File: src/rtl/lab3_adder_subtractor_serial_if.sv
`default_nettype none
// ============================================================================
// lab3_adder_subtractor_serial_if: start/busy/done bus of the serial add/sub
// Revision: 1.0
// ============================================================================
interface lab3_adder_subtractor_serial_if #(
   parameter int WIDTH = 8
);
   logic             start;
   logic [WIDTH-1:0] a;
   logic [WIDTH-1:0] b;
   logic             K;
   logic             busy;
   logic             done;
   logic [WIDTH-1:0] sum;
   logic             cout;
   logic             overflow;
   logic             zero;

   modport master (
      output start, a, b, K,
      input  busy, done, sum, cout, overflow, zero
   );

   modport slave (
      input  start, a, b, K,
      output busy, done, sum, cout, overflow, zero
   );
endinterface
`default_nettype wire

File: src/rtl/lab3_adder_subtractor_serial.sv
`default_nettype none
// ============================================================================
// lab3_adder_subtractor_serial: WIDTH-bit add/sub, DIGIT bits per clock
// Revision: 1.0
// ============================================================================
module lab3_adder_subtractor_serial #(
   parameter int WIDTH = 8,
   parameter int DIGIT = 2
) (
   input logic                           clk,
   input logic                           rst,
   lab3_adder_subtractor_serial_if.slave bus
);
   localparam int N  = WIDTH / DIGIT;
   localparam int CW = (N > 1) ? $clog2(N) : 1;
   localparam logic [CW-1:0] LAST = CW'(N - 1);

   generate
      if (DIGIT < 1 || DIGIT > WIDTH || (WIDTH % DIGIT) != 0) begin : g_bad_params
         $error("lab3_adder_subtractor_serial: WIDTH must be a multiple of DIGIT");
      end
   endgenerate

   typedef enum logic [1:0] {
      IDLE = 2'd0,
      RUN  = 2'd1,
      DONE = 2'd2
   } state_t;

   state_t           state;
   logic [WIDTH-1:0] a_sh;
   logic [WIDTH-1:0] b_sh;
   logic             mode;
   logic             carry;
   logic [CW-1:0]    cnt;
   logic             busy_q;
   logic             done_q;
   logic [WIDTH-1:0] sum_q;
   logic             cout_q;
   logic             ovf_q;
   logic             zero_q;

   logic [DIGIT-1:0] slice_s;
   logic             slice_c;
   logic [WIDTH-1:0] sum_next;

   // Operands shift right each cycle, so the current chunk is always in the low DIGIT bits.
   assign {slice_c, slice_s} = {1'b0, a_sh[DIGIT-1:0]}
                             + {1'b0, b_sh[DIGIT-1:0] ^ {DIGIT{mode}}}
                             + {{DIGIT{1'b0}}, carry};

   always_comb begin
      sum_next = sum_q;
      for (int j = 0; j < N; j++) begin
         if (cnt == CW'(j)) begin
            sum_next[j*DIGIT +: DIGIT] = slice_s;
         end
      end
   end

   always_ff @(posedge clk or posedge rst) begin
      if (rst) begin
         state  <= IDLE;
         a_sh   <= '0;
         b_sh   <= '0;
         mode   <= 1'b0;
         carry  <= 1'b0;
         cnt    <= '0;
         busy_q <= 1'b0;
         done_q <= 1'b0;
         sum_q  <= '0;
         cout_q <= 1'b0;
         ovf_q  <= 1'b0;
         zero_q <= 1'b0;
      end else begin
         case (state)
            IDLE, DONE: begin
               done_q <= 1'b0;
               if (bus.start) begin
                  a_sh   <= bus.a;
                  b_sh   <= bus.b;
                  mode   <= bus.K;
                  carry  <= bus.K;
                  cnt    <= '0;
                  busy_q <= 1'b1;
                  state  <= RUN;
               end else begin
                  state  <= IDLE;
               end
            end
            RUN: begin
               sum_q <= sum_next;
               carry <= slice_c;
               cnt   <= cnt + CW'(1);
               a_sh  <= a_sh >> DIGIT;
               b_sh  <= b_sh >> DIGIT;
               if (cnt == LAST) begin
                  // On the last chunk the low bits of the shifted operands hold the sign bits.
                  state  <= DONE;
                  busy_q <= 1'b0;
                  done_q <= 1'b1;
                  cout_q <= slice_c;
                  ovf_q  <= (a_sh[DIGIT-1] == (b_sh[DIGIT-1] ^ mode)) &&
                            (slice_s[DIGIT-1] != a_sh[DIGIT-1]);
                  zero_q <= (sum_next == '0);
               end
            end
            default: state <= IDLE;
         endcase
      end
   end

   assign bus.busy     = busy_q;
   assign bus.done     = done_q;
   assign bus.sum      = sum_q;
   assign bus.cout     = cout_q;
   assign bus.overflow = ovf_q;
   assign bus.zero     = zero_q;
endmodule
`default_nettype wire

File: src/flat_wrapper.sv
// flat-port wrapper written by rule: the top's interface ports become plain ports
module lab3_adder_subtractor_serial_flat 
#(
   parameter int WIDTH = 8,
   parameter int DIGIT = 2
)
  (clk, rst, bus_start, bus_a, bus_b, bus_K, bus_busy, bus_done, bus_sum, bus_cout, bus_overflow, bus_zero);
  lab3_adder_subtractor_serial_if #(.WIDTH(WIDTH)) bus_i ();
  input logic clk;
  input logic rst;
  input wire logic [$bits(bus_i.start)-1:0] bus_start;
  input wire logic [$bits(bus_i.a)-1:0] bus_a;
  input wire logic [$bits(bus_i.b)-1:0] bus_b;
  input wire logic [$bits(bus_i.K)-1:0] bus_K;
  output wire logic [$bits(bus_i.busy)-1:0] bus_busy;
  output wire logic [$bits(bus_i.done)-1:0] bus_done;
  output wire logic [$bits(bus_i.sum)-1:0] bus_sum;
  output wire logic [$bits(bus_i.cout)-1:0] bus_cout;
  output wire logic [$bits(bus_i.overflow)-1:0] bus_overflow;
  output wire logic [$bits(bus_i.zero)-1:0] bus_zero;
  assign bus_i.start = bus_start;
  assign bus_i.a = bus_a;
  assign bus_i.b = bus_b;
  assign bus_i.K = bus_K;
  assign bus_busy = bus_i.busy;
  assign bus_done = bus_i.done;
  assign bus_sum = bus_i.sum;
  assign bus_cout = bus_i.cout;
  assign bus_overflow = bus_i.overflow;
  assign bus_zero = bus_i.zero;
  lab3_adder_subtractor_serial #(.WIDTH(WIDTH), .DIGIT(DIGIT)) u_core (.clk(clk), .rst(rst), .bus(bus_i));
endmodule
File: config.mk
export PLATFORM = sky130hd
export DESIGN_NAME = lab3_adder_subtractor_serial_flat
export DESIGN_NICKNAME = d
export VERILOG_FILES = /design/src/rtl/lab3_adder_subtractor_serial_if.sv /design/src/rtl/lab3_adder_subtractor_serial.sv /design/src/flat_wrapper.sv
export SDC_FILE = /design/constraint.sdc
export NUM_CORES = 1
export LEC_CHECK = 0
export CORE_MARGIN = 2
export CORE_UTILIZATION = 30
export CTS_CLUSTER_DIAMETER = 30
export CTS_CLUSTER_SIZE = 16
export DETAILED_ROUTE_END_ITERATION = 10
export PLACE_DENSITY = 0.61
export SLEW_MARGIN = 40
export SYNTH_ARGS = -nofsm -noshare
export SYNTH_HDL_FRONTEND = slang
export SYNTH_SLANG_ARGS = --single-unit
File: constraint.sdc
create_clock -name clk -period 2.35 [get_ports clk]
set_input_delay 0.5875 -clock clk [delete_from_list [all_inputs] [get_ports clk]]
set_output_delay 0.5875 -clock clk [all_outputs]
set_load 0.005 [all_outputs]
==> metrics, run 1 <==
Synth Cell Area 1590 µm²; die width 76.8 µm; DP Cell Count 240; drt pass-1 iters 4; Slew headroom 59.5%; #FFs+latches synth 35; Layout Cells excl Fill 248; RePlAce Congestion 0.736; crit path max fanout 7; WL final 3250 µm; clk_lat worst skew 0.29 ns; I/O pins 33; asr flop ratio synth 100%; Worst setup EP type flip-flop; Final min period 2.11 ns; CTS buffer count 5; status completed; Starting Density 31.1%; cell area power density 1520 nW/µm²; Max Clock Skew 0.00824 ns; Tot Pwr 0.00315 W; FMAX 475 MHz; grt ovf 0; I/O Buffers 32; Final nets 204; Synth top area share 55.1%; MaxCap Viol Count 0; Die Y-Extent 76.8 µm; total core area 5110 µm²; WS Path Type reg -> reg; synth warn 0; Routed WL per cell 13.1 µm; clk slew on worst S/H paths 0.08 ns; Layout Area Growth over Synthesis 30.1%; CTS tree built; CTS max path bufs 2; vias post-DR 1,181; number of global-route vias before repair 1,178; Final Cycle Share 89.7%; crit path DAT 2.30 ns; Mapped Avg Cell Area 11.1 µm²; hpwl dp 2240 µm; HP Class reg -> reg; main flop type after synthesis dfrtp_1; IR Drop Worst-Case VDD 503 µV; largest cells by area after synthesis dfrtp_1 55%, o22ai_1 4.7%, ha_1 3.9%; first-pass GRT wire length 5600 µm; CTS resizes 0; Final Slew Violations 0; total setup buffers inserted after CTS 0; Clk Tree Root Cell clkbuf_8; H-tree levels 2; layout cell share with drive strength beyond 1 9.55%; Synth Instances 143; Post-synth EDFFs 0; Seq/Total Area, Yosys 55.1%; GRT Total Usage 11.8%; final setup violation count 0; Leakage 0.899 nW; Post-Syn Nets 170; post-route DRC violation count 0; RSZ-0062 raised after global routing no; area leader, netlist dfrtp_1; Post-CTS Hold Fix Bufs 0; initial drt markers 49; CTS Sinks 35; die area 5900 µm²; Synth cell types 31; largest net degree at the start of global routing 36; Avg Vias per Cell 4.76; CP Launch Type flip-flop; initial antenna violation count 0; antenna-violating nets left 0; Inserted Diodes 0; Slew @ Worst Pin 0.607 ns; TNS Setup 0 ns; Site Rows 26; hold violation count in the final report 0; CP required 2.54 ns
[metal layers]
layer  global-route usage, %  up-vias  wire length [µm]
li1                        -      569                 -
met1                    15.0      567              1480
met2                    18.8       40              1540
met3                    3.65        5               191
met4                    4.91        0                41
met5                       0        -                 0
[cell type report]
class / count / area (µm²)
sequential: 35 / 876
inverter: 7 / 26.3
clock inverter: 3 / 43.8
timing repair buffer: 35 / 343
clock buffer: 5 / 68.8
fill: 506 / 3040
tap: 70 / 87.6
multi-input combinational: 93 / 624
[worst max-delay path, stage by stage (launching register included)]
cell and delay (ns):
dfrtp_1 0.41, xnor2_1 0.15, fa_1 0.36, inv_1 0.07, fa_1 0.51, nor2b_1 0.15, o2111ai_1 0.11, o31ai_1 0.24
[sequential cells by signal, summed over array words and instances (netlist names)]
name,flops
u_core.state,2
u_core.bus.done,1
u_core.bus.busy,1
u_core.b_sh,8
u_core.mode,1
u_core.bus.sum,8
u_core.bus.zero,1
u_core.cnt,2
u_core.carry,1
u_core.bus.overflow,1
u_core.a_sh,8
u_core.bus.cout,1
[cell families after synthesis]
| logic type | share of synthesized area (%) |
|---|---|
| xor+xnor | 1.65 |
| mux | 3.54 |
| flops | 55.1 |
| buf+inv | 5.66 |
| compound gates | 14.2 |
| fa+ha+maj | 6.45 |
| simple gates | 13.4 |
[worst paths after layout]
check                                  start           endpoint  slack, ns  cells past startpoint
max in group asynchronous                rst      u_core.cnt[1]       1.32                      3
hold reg to reg            u_core.bus.sum[6]  u_core.bus.sum[6]       0.48                      2
hold / removal             u_core.bus.sum[6]  u_core.bus.sum[6]       0.48                      2
min in group asynchronous                rst    u_core.bus.zero       0.71                      3
setup reg to reg                 u_core.mode    u_core.bus.zero       0.24                      7
setup / recovery                 u_core.mode    u_core.bus.zero       0.24                      7
[where the power goes]
part	internal, W	total, W	switching, W
logic	0.000755	0.00152	0.000764
clock network	0.000316	0.000543	0.000227
registers	0.000898	0.00109	0.000195
total	0.00197	0.00315	0.00119
[metrics by stage]
step	util [%]	setup WS [ns]	hold WS [ns]	cell area, µm²
2_1_floorplan	-	0.388	0.467	1590
3_3_place_gp	38.3	0.300	0.461	1960
6_report	40.5	0.243	0.477	2070
5_1_grt	40.5	0.0758	0.516	2070
3_5_place_dp	38.3	0.237	0.470	1960
4_1_cts	40.5	0.214	0.486	2070
[cell usage in the layout (no fill, tap or decap), types with 2 or more instances in the layout]
cell type	n
a21oi_1	5
a22o_1	5
a31oi_1	3
buf_4	3
clkbuf_8	5
clkdlybuf4s50_1	32
dfrtp_1	35
fa_1	2
ha_1	5
inv_1	7
mux2_2	4
nand2_1	10
nand2b_1	3
nor2_1	13
nor2b_1	2
nor3_1	11
o21ai_0	3
o22ai_1	12
o31ai_1	2
xnor2_1	2
[Yosys cell counts (2+ instances only)]
cell and count:
dfrtp_1 35, nor2_1 13, o22ai_1 12, nor3_1 11, nand2_1 10, inv_1 7
a21oi_1 5, a22o_1 5, ha_1 5, mux2_2 4, a31oi_1 3, buf_2 3
buf_6 3, nand2b_1 3, o21ai_0 3, buf_4 2, fa_1 2, nor2b_1 2
o31ai_1 2, xnor2_1 2
Power figures use the tool's default switching activity.
==> inputs of run 2 (changes only) <==
--- a/config.mk
+++ b/config.mk
@@ -7,10 +7,10 @@
 export LEC_CHECK = 0
 export CORE_MARGIN = 2
 export CORE_UTILIZATION = 30
-export CTS_CLUSTER_DIAMETER = 30
 export CTS_CLUSTER_SIZE = 16
 export DETAILED_ROUTE_END_ITERATION = 10
 export PLACE_DENSITY = 0.61
+export REMOVE_ABC_BUFFERS = 1
 export SLEW_MARGIN = 40
 export SYNTH_ARGS = -nofsm -noshare
 export SYNTH_HDL_FRONTEND = slang
==> run 2 against run 1 <==
Effect of this change:
- first-iteration DRC count increased by 22%
- clock power decreased by 12%
- non-clock buffer count unchanged
- critical endpoint unchanged
- via count decreased by 2.7%
- combinational power about the same
- sequential share of layout area increased by 0.26 points
==> metrics, run 2 (synthesis gave the netlist of run 1 again) <==
hold violation count in the final report 0 (unchanged); WHS 0.479 ns (+0.00217 ns); most frequent cells in the layout 35 x dfrtp_1, 32 x clkdlybuf4s50_1, 13 x nor2_1; Final Core Density 40.3% (-0.25 points); commonest non-fill, non-tap cell in the layout dfrtp_1; Final min period 2.11 ns (+0.000961 ns); status completed; CP Launch Type flip-flop; critical path's top delay family adder cells; RePlAce Congestion 0.813 (+10%); Starting Density 31.1% (unchanged); WL final 3240 µm (-0.15%); crit-path max cell delay 0.51 ns (about the same); CTS tree built; MaxCap Viol Count 0 (unchanged); Final nets 204 (unchanged); Routed WL per cell 13.1 µm (-0.15%); Layout Area Growth over Synthesis 29.3%; IR Drop Worst-Case VDD 455 µV (-9.5%); GRT Total Usage 12.0% (+0.12 points); Slew headroom 57.8% (-1.7 points); Final Slew Violations 0 (unchanged); Inserted Diodes 0 (unchanged); clk slew on worst S/H paths 0.07 ns (about the same); Avg Vias per Cell 4.63 (-2.7%); crit path DAT 2.30 ns (about the same); layout cell share with drive strength beyond 1 8.99% (-0.56 points); total core area 5110 µm² (unchanged); Die Y-Extent 76.8 µm (unchanged); TNS Setup 0 ns (unchanged); CTS buffer count 5 (unchanged); Routed met3 length 161 µm (-16%); hpwl dp 2220 µm (-0.85%); antenna-violating nets left 0 (unchanged); Clk Tree Root Cell clkbuf_8; total setup buffers inserted after CTS 0 (unchanged); Final Cycle Share 89.7% (about the same); crit path max fanout 7 (unchanged); placement-stage cell area 1960 µm² (unchanged); drt pass-1 iters 5 (+1); Leakage 0.892 nW (-0.73%); Layout Cells excl Fill 248 (unchanged); initial antenna violation count 0 (unchanged); I/O Buffers 32 (unchanged); number of global-route vias before repair 1,128 (-4.2%); Metal-1 WL 1520 µm (+2.8%); RSZ-0062 raised after global routing no; worst path bufs/invs 1 (unchanged); vias post-DR 1,149 (-2.7%); initial drt markers 60 (+22%); cell area power density 1490 nW/µm² (-2.0%); Site Rows 26 (unchanged); die area 5900 µm² (unchanged); DP Cell Count 240 (unchanged); die width 76.8 µm (unchanged); Post-CTS Hold Fix Bufs 0 (unchanged); first-pass GRT wire length 5490 µm (-2.0%); WL met2 1530 µm (-0.32%); clk_lat worst skew 0.28 ns (about the same); cells along the critical path xnor2_1 > fa_1 > inv_1 > fa_1 > nor2b_1 > o2111ai_1 > o31ai_1; CTS Sinks 35 (unchanged); Worst setup EP type flip-flop; Max Clock Skew 0.00154 ns (-0.00669 ns); DR top layer met4; WS Path Type reg -> reg; final setup violation count 0 (unchanged); crit-path most repeated cell fa_1; Design Area, Final 2060 µm² (-0.60%); CTS resizes 0 (unchanged); I/O pins 33 (unchanged); CTS max path bufs 2 (unchanged); post-route DRC violation count 0 (unchanged); H-tree levels 2 (unchanged); grt ovf 0 (unchanged); CP required 2.54 ns (about the same); Slew @ Worst Pin 0.633 ns (+0.0259 ns); CP max-delay cell fa_1; largest net degree at the start of global routing 36 (unchanged); FMAX 474 MHz (about the same); HP Class reg -> reg
## run 2: worst paths after layout
check / depth (start not counted) / endpoint / from / slack [ns]
max in group asynchronous: 3 / u_core.a_sh[6] / rst / 1.33
min reg2reg: 2 / u_core.bus.sum[6] / u_core.bus.sum[6] / 0.48
min: 2 / u_core.bus.sum[6] / u_core.bus.sum[6] / 0.48
max reg2reg: 7 / u_core.bus.zero / u_core.mode / 0.24
max: 7 / u_core.bus.zero / u_core.mode / 0.24
min in group asynchronous: 3 / u_core.bus.sum[5] / rst / 0.70
## run 2: per-layer routing
layer	vias up	GRT usage [%]
li1	569	-
met1	545	14.9
met2	30	18.5
met3	5	4.24
met4	0	5.45
met5	-	0
## run 2: power breakdown
part | switching (W) | internal, W | leakage [nW]
combinational | 0.000754 | 0.000749 | 0.417
clock | 0.000210 | 0.000267 | 0.0515
sequential | 0.000194 | 0.000899 | 0.424
## run 2: worst register-to-register path: cells and delay by family, from the launching register on
kind	cells	cell delay (ns)
simple gates	1	0.15
fa+ha+maj	2	0.87
buf+inv	1	0.07
flops	1	0.41
compound gates	2	0.35
xor+xnor	1	0.15
## run 2: stage by stage
step           setup slack [ns]  power, W
2_1_floorplan             0.388   0.00208
3_3_place_gp              0.314   0.00259
3_5_place_dp              0.246   0.00263
4_1_cts                   0.232   0.00311
5_1_grt                   0.104   0.00335
6_report                  0.242   0.00307
## run 2: area by class of cell
class,instances,area [µm²]
fill,532,3050
sequential,35,876
multi-input combinational,93,624
timing repair buffer,35,343
clock buffer,8,100
tap,70,87.6
inverter,7,26.3
==> inputs of run 3 (changes only) <==
==> constraint.sdc (replaced) <==
create_clock -name clk -period 2.25 [get_ports clk]
set_input_delay 0.5625 -clock clk [delete_from_list [all_inputs] [get_ports clk]]
set_output_delay 0.5625 -clock clk [all_outputs]
set_load 0.005 [all_outputs]
==> run 3 against run 2 <==
Effect of this change:
- worst setup slack worse by 0.083 ns
- first-iteration DRC count is 3.3% lower
- core utilization stayed put
- final cell count stayed put
- highest routed layer unchanged
- wire length is 3.5% higher
- combinational power is 5% higher
- total power is 4.8% higher
- clock power is 4.6% higher
- count of clock-buffer cells in the layout stayed put
- critical endpoint unchanged
==> metrics, run 3 (synthesis gave the netlist of run 1 again) <==
Clk pwr share 15.5% (about the same); post-route DRC violation count 0 (unchanged); GRT Total Usage 12.8% (+0.86 points); H-tree levels 2 (unchanged); crit path max fanout 7 (unchanged); CP Launch Type flip-flop; WL final 3350 µm (+3.5%); clk slew on worst S/H paths 0.07 ns (about the same); DR top layer met4; Avg Vias per Cell 4.78 (+3.1%); grt ovf 0 (unchanged); total setup buffers inserted after CTS 0 (unchanged); Leakage 0.892 nW (unchanged); Final Slew Violations 0 (unchanged); vias post-DR 1,185 (+3.1%); initial antenna violation count 0 (unchanged); RSZ-0062 raised after global routing no; worst setup path end u_core.bus.zero; layout cell share with drive strength beyond 1 8.99% (unchanged); TNS Setup 0 ns (unchanged); worst r2r path cells 7 (unchanged); Place WS 0.152 ns (-0.0945 ns); antenna-violating nets left 0 (unchanged); HP Class reg -> reg; Reg-to-Reg End u_core.bus.zero; Die Y-Extent 76.8 µm (unchanged); sw frac 37.8% (+0.18 points); commonest non-fill, non-tap cell in the layout dfrtp_1; RePlAce Congestion 0.827 (+1.7%); clk_lat worst skew 0.29 ns (about the same); hpwl dp 2290 µm (+3.2%); crit-path most repeated cell fa_1; CTS max path bufs 2 (unchanged); drt pass-1 iters 4 (-1); Setup WS post-layout 0.159 ns (-0.0827 ns); initial drt markers 58 (-3.3%); WL met2 1570 µm (+2.3%); CTS tree built; Final Cycle Share 92.9% (+3.2 points); final setup violation count 0 (unchanged); CP required 2.45 ns (-0.09 ns); I/O pins 33 (unchanged); Slew headroom 57.4% (-0.39 points); crit-path max cell delay 0.51 ns (about the same); Critical Path Start u_core.mode; Final min period 2.09 ns (-0.0173 ns); Logic pwr share 48.9% (about the same); number of global-route vias before repair 1,258 (+12%); Max Clock Skew 0.00459 ns (+0.00304 ns); CTS Sinks 35 (unchanged); Clk Tree Root Cell clkbuf_8; worst r2r src u_core.mode; first-pass GRT wire length 5960 µm (+8.5%); switching pwr 0.00122 W (+5.3%); Inserted Diodes 0 (unchanged); Routed WL per cell 13.5 µm (+3.5%); I/O Buffers 32 (unchanged); sequential share of power 35.6% (about the same); r2r setup slk 0.16 ns (-0.08 ns); most frequent cells in the layout 35 x dfrtp_1, 32 x clkdlybuf4s50_1, 13 x nor2_1; Site Rows 26 (unchanged); Routed met3 length 152 µm (-5.6%); total core area 5110 µm² (unchanged); Slew @ Worst Pin 0.639 ns (+0.00582 ns); Pint 0.00200 W (+4.5%); WS Path Type reg -> reg; cells along the critical path xnor2_1 > fa_1 > inv_1 > fa_1 > nor2b_1 > o2111ai_1 > o31ai_1; IR Drop Worst-Case VDD 469 µV (+2.9%); CTS buffer count 5 (unchanged); MaxCap Viol Count 0 (unchanged); CTS resizes 0 (unchanged); die area 5900 µm² (unchanged); crit path DAT 2.29 ns (about the same); Metal-1 WL 1570 µm (+3.2%); Starting Density 31.1% (unchanged); Final nets 204 (unchanged); Post-CTS Hold Fix Bufs 0 (unchanged); cell area power density 1570 nW/µm² (+4.8%); Worst setup EP type flip-flop; hold violation count in the final report 0 (unchanged); largest net degree at the start of global routing 36 (unchanged); CP max-delay cell fa_1; status completed; die width 76.8 µm (unchanged); Layout Area Growth over Synthesis 29.3% (unchanged); FMAX 478 MHz (+0.83%)
## run 3: cell counts in the layout (fill, tap and decap cells not counted)
Identical to the previous run, type by type.
## run 3: through the flow
step	utilization (%)	power, W	instance area [µm²]	std cells	hold slack [ns]
2_1_floorplan	-	0.00218	1530	135	0.467
3_3_place_gp	38.3	0.00271	1960	240	0.461
3_5_place_dp	38.3	0.00276	1960	240	0.467
4_1_cts	40.3	0.00327	2060	248	0.483
5_1_grt	40.3	0.00351	2060	248	0.518
6_report	40.3	0.00322	2060	248	0.475
## run 3: final cells by class
cell class / instances / area [µm²]
multi-input combinational: 93 / 624
tap: 70 / 87.6
timing repair buffer: 35 / 343
fill: 512 / 3050
sequential: 35 / 876
inverter: 7 / 26.3
clock buffer: 8 / 100
## run 3: worst min-delay path by stage
| stage | start | endpoint | slack (ns) | depth (start not counted) |
|---|---|---|---|---|
| after floorplan | u_core.a_sh[6] | u_core.a_sh[6] | 0.47 | 1 |
| after global placement | u_core.bus.sum[6] | u_core.bus.sum[6] | 0.46 | 2 |
| after detailed placement | u_core.bus.zero | u_core.bus.zero | 0.47 | 2 |
| after CTS | u_core.bus.zero | u_core.bus.zero | 0.48 | 2 |
| after global routing | u_core.b_sh[6] | u_core.b_sh[6] | 0.52 | 1 |
| final | u_core.bus.zero | u_core.bus.zero | 0.48 | 2 |
## run 3: critical path, delay by kind of cell (launching register included)
| kind | cells | cell delay [ns] |
|---|---|---|
| adders and majority gates | 2 | 0.88 |
| DFF | 1 | 0.41 |
| AOI/OAI and AO/OA | 2 | 0.33 |
| xor gates and xnor gates | 1 | 0.15 |
| and+or+nand+nor | 1 | 0.15 |
| buffers and inverters | 1 | 0.08 |
## run 3: metal layers
metal  GRT usage, %  vias up
met3           3.53        8
met5              0        -
met2           20.2       35
met4           6.00        0
met1           16.3      572
li1               -      570
## run 3: power by group through the flow
| stage | clock (W) | combinational [W] | sequential, W |
|---|---|---|---|
| floorplan | 0 | 0.00105 | 0.00112 |
| global placement | 0 | 0.00155 | 0.00115 |
| detailed placement | 0 | 0.00160 | 0.00116 |
| CTS | 0.000513 | 0.00160 | 0.00115 |
| global route | 0.000546 | 0.00176 | 0.00120 |
| finish | 0.000499 | 0.00157 | 0.00115 |
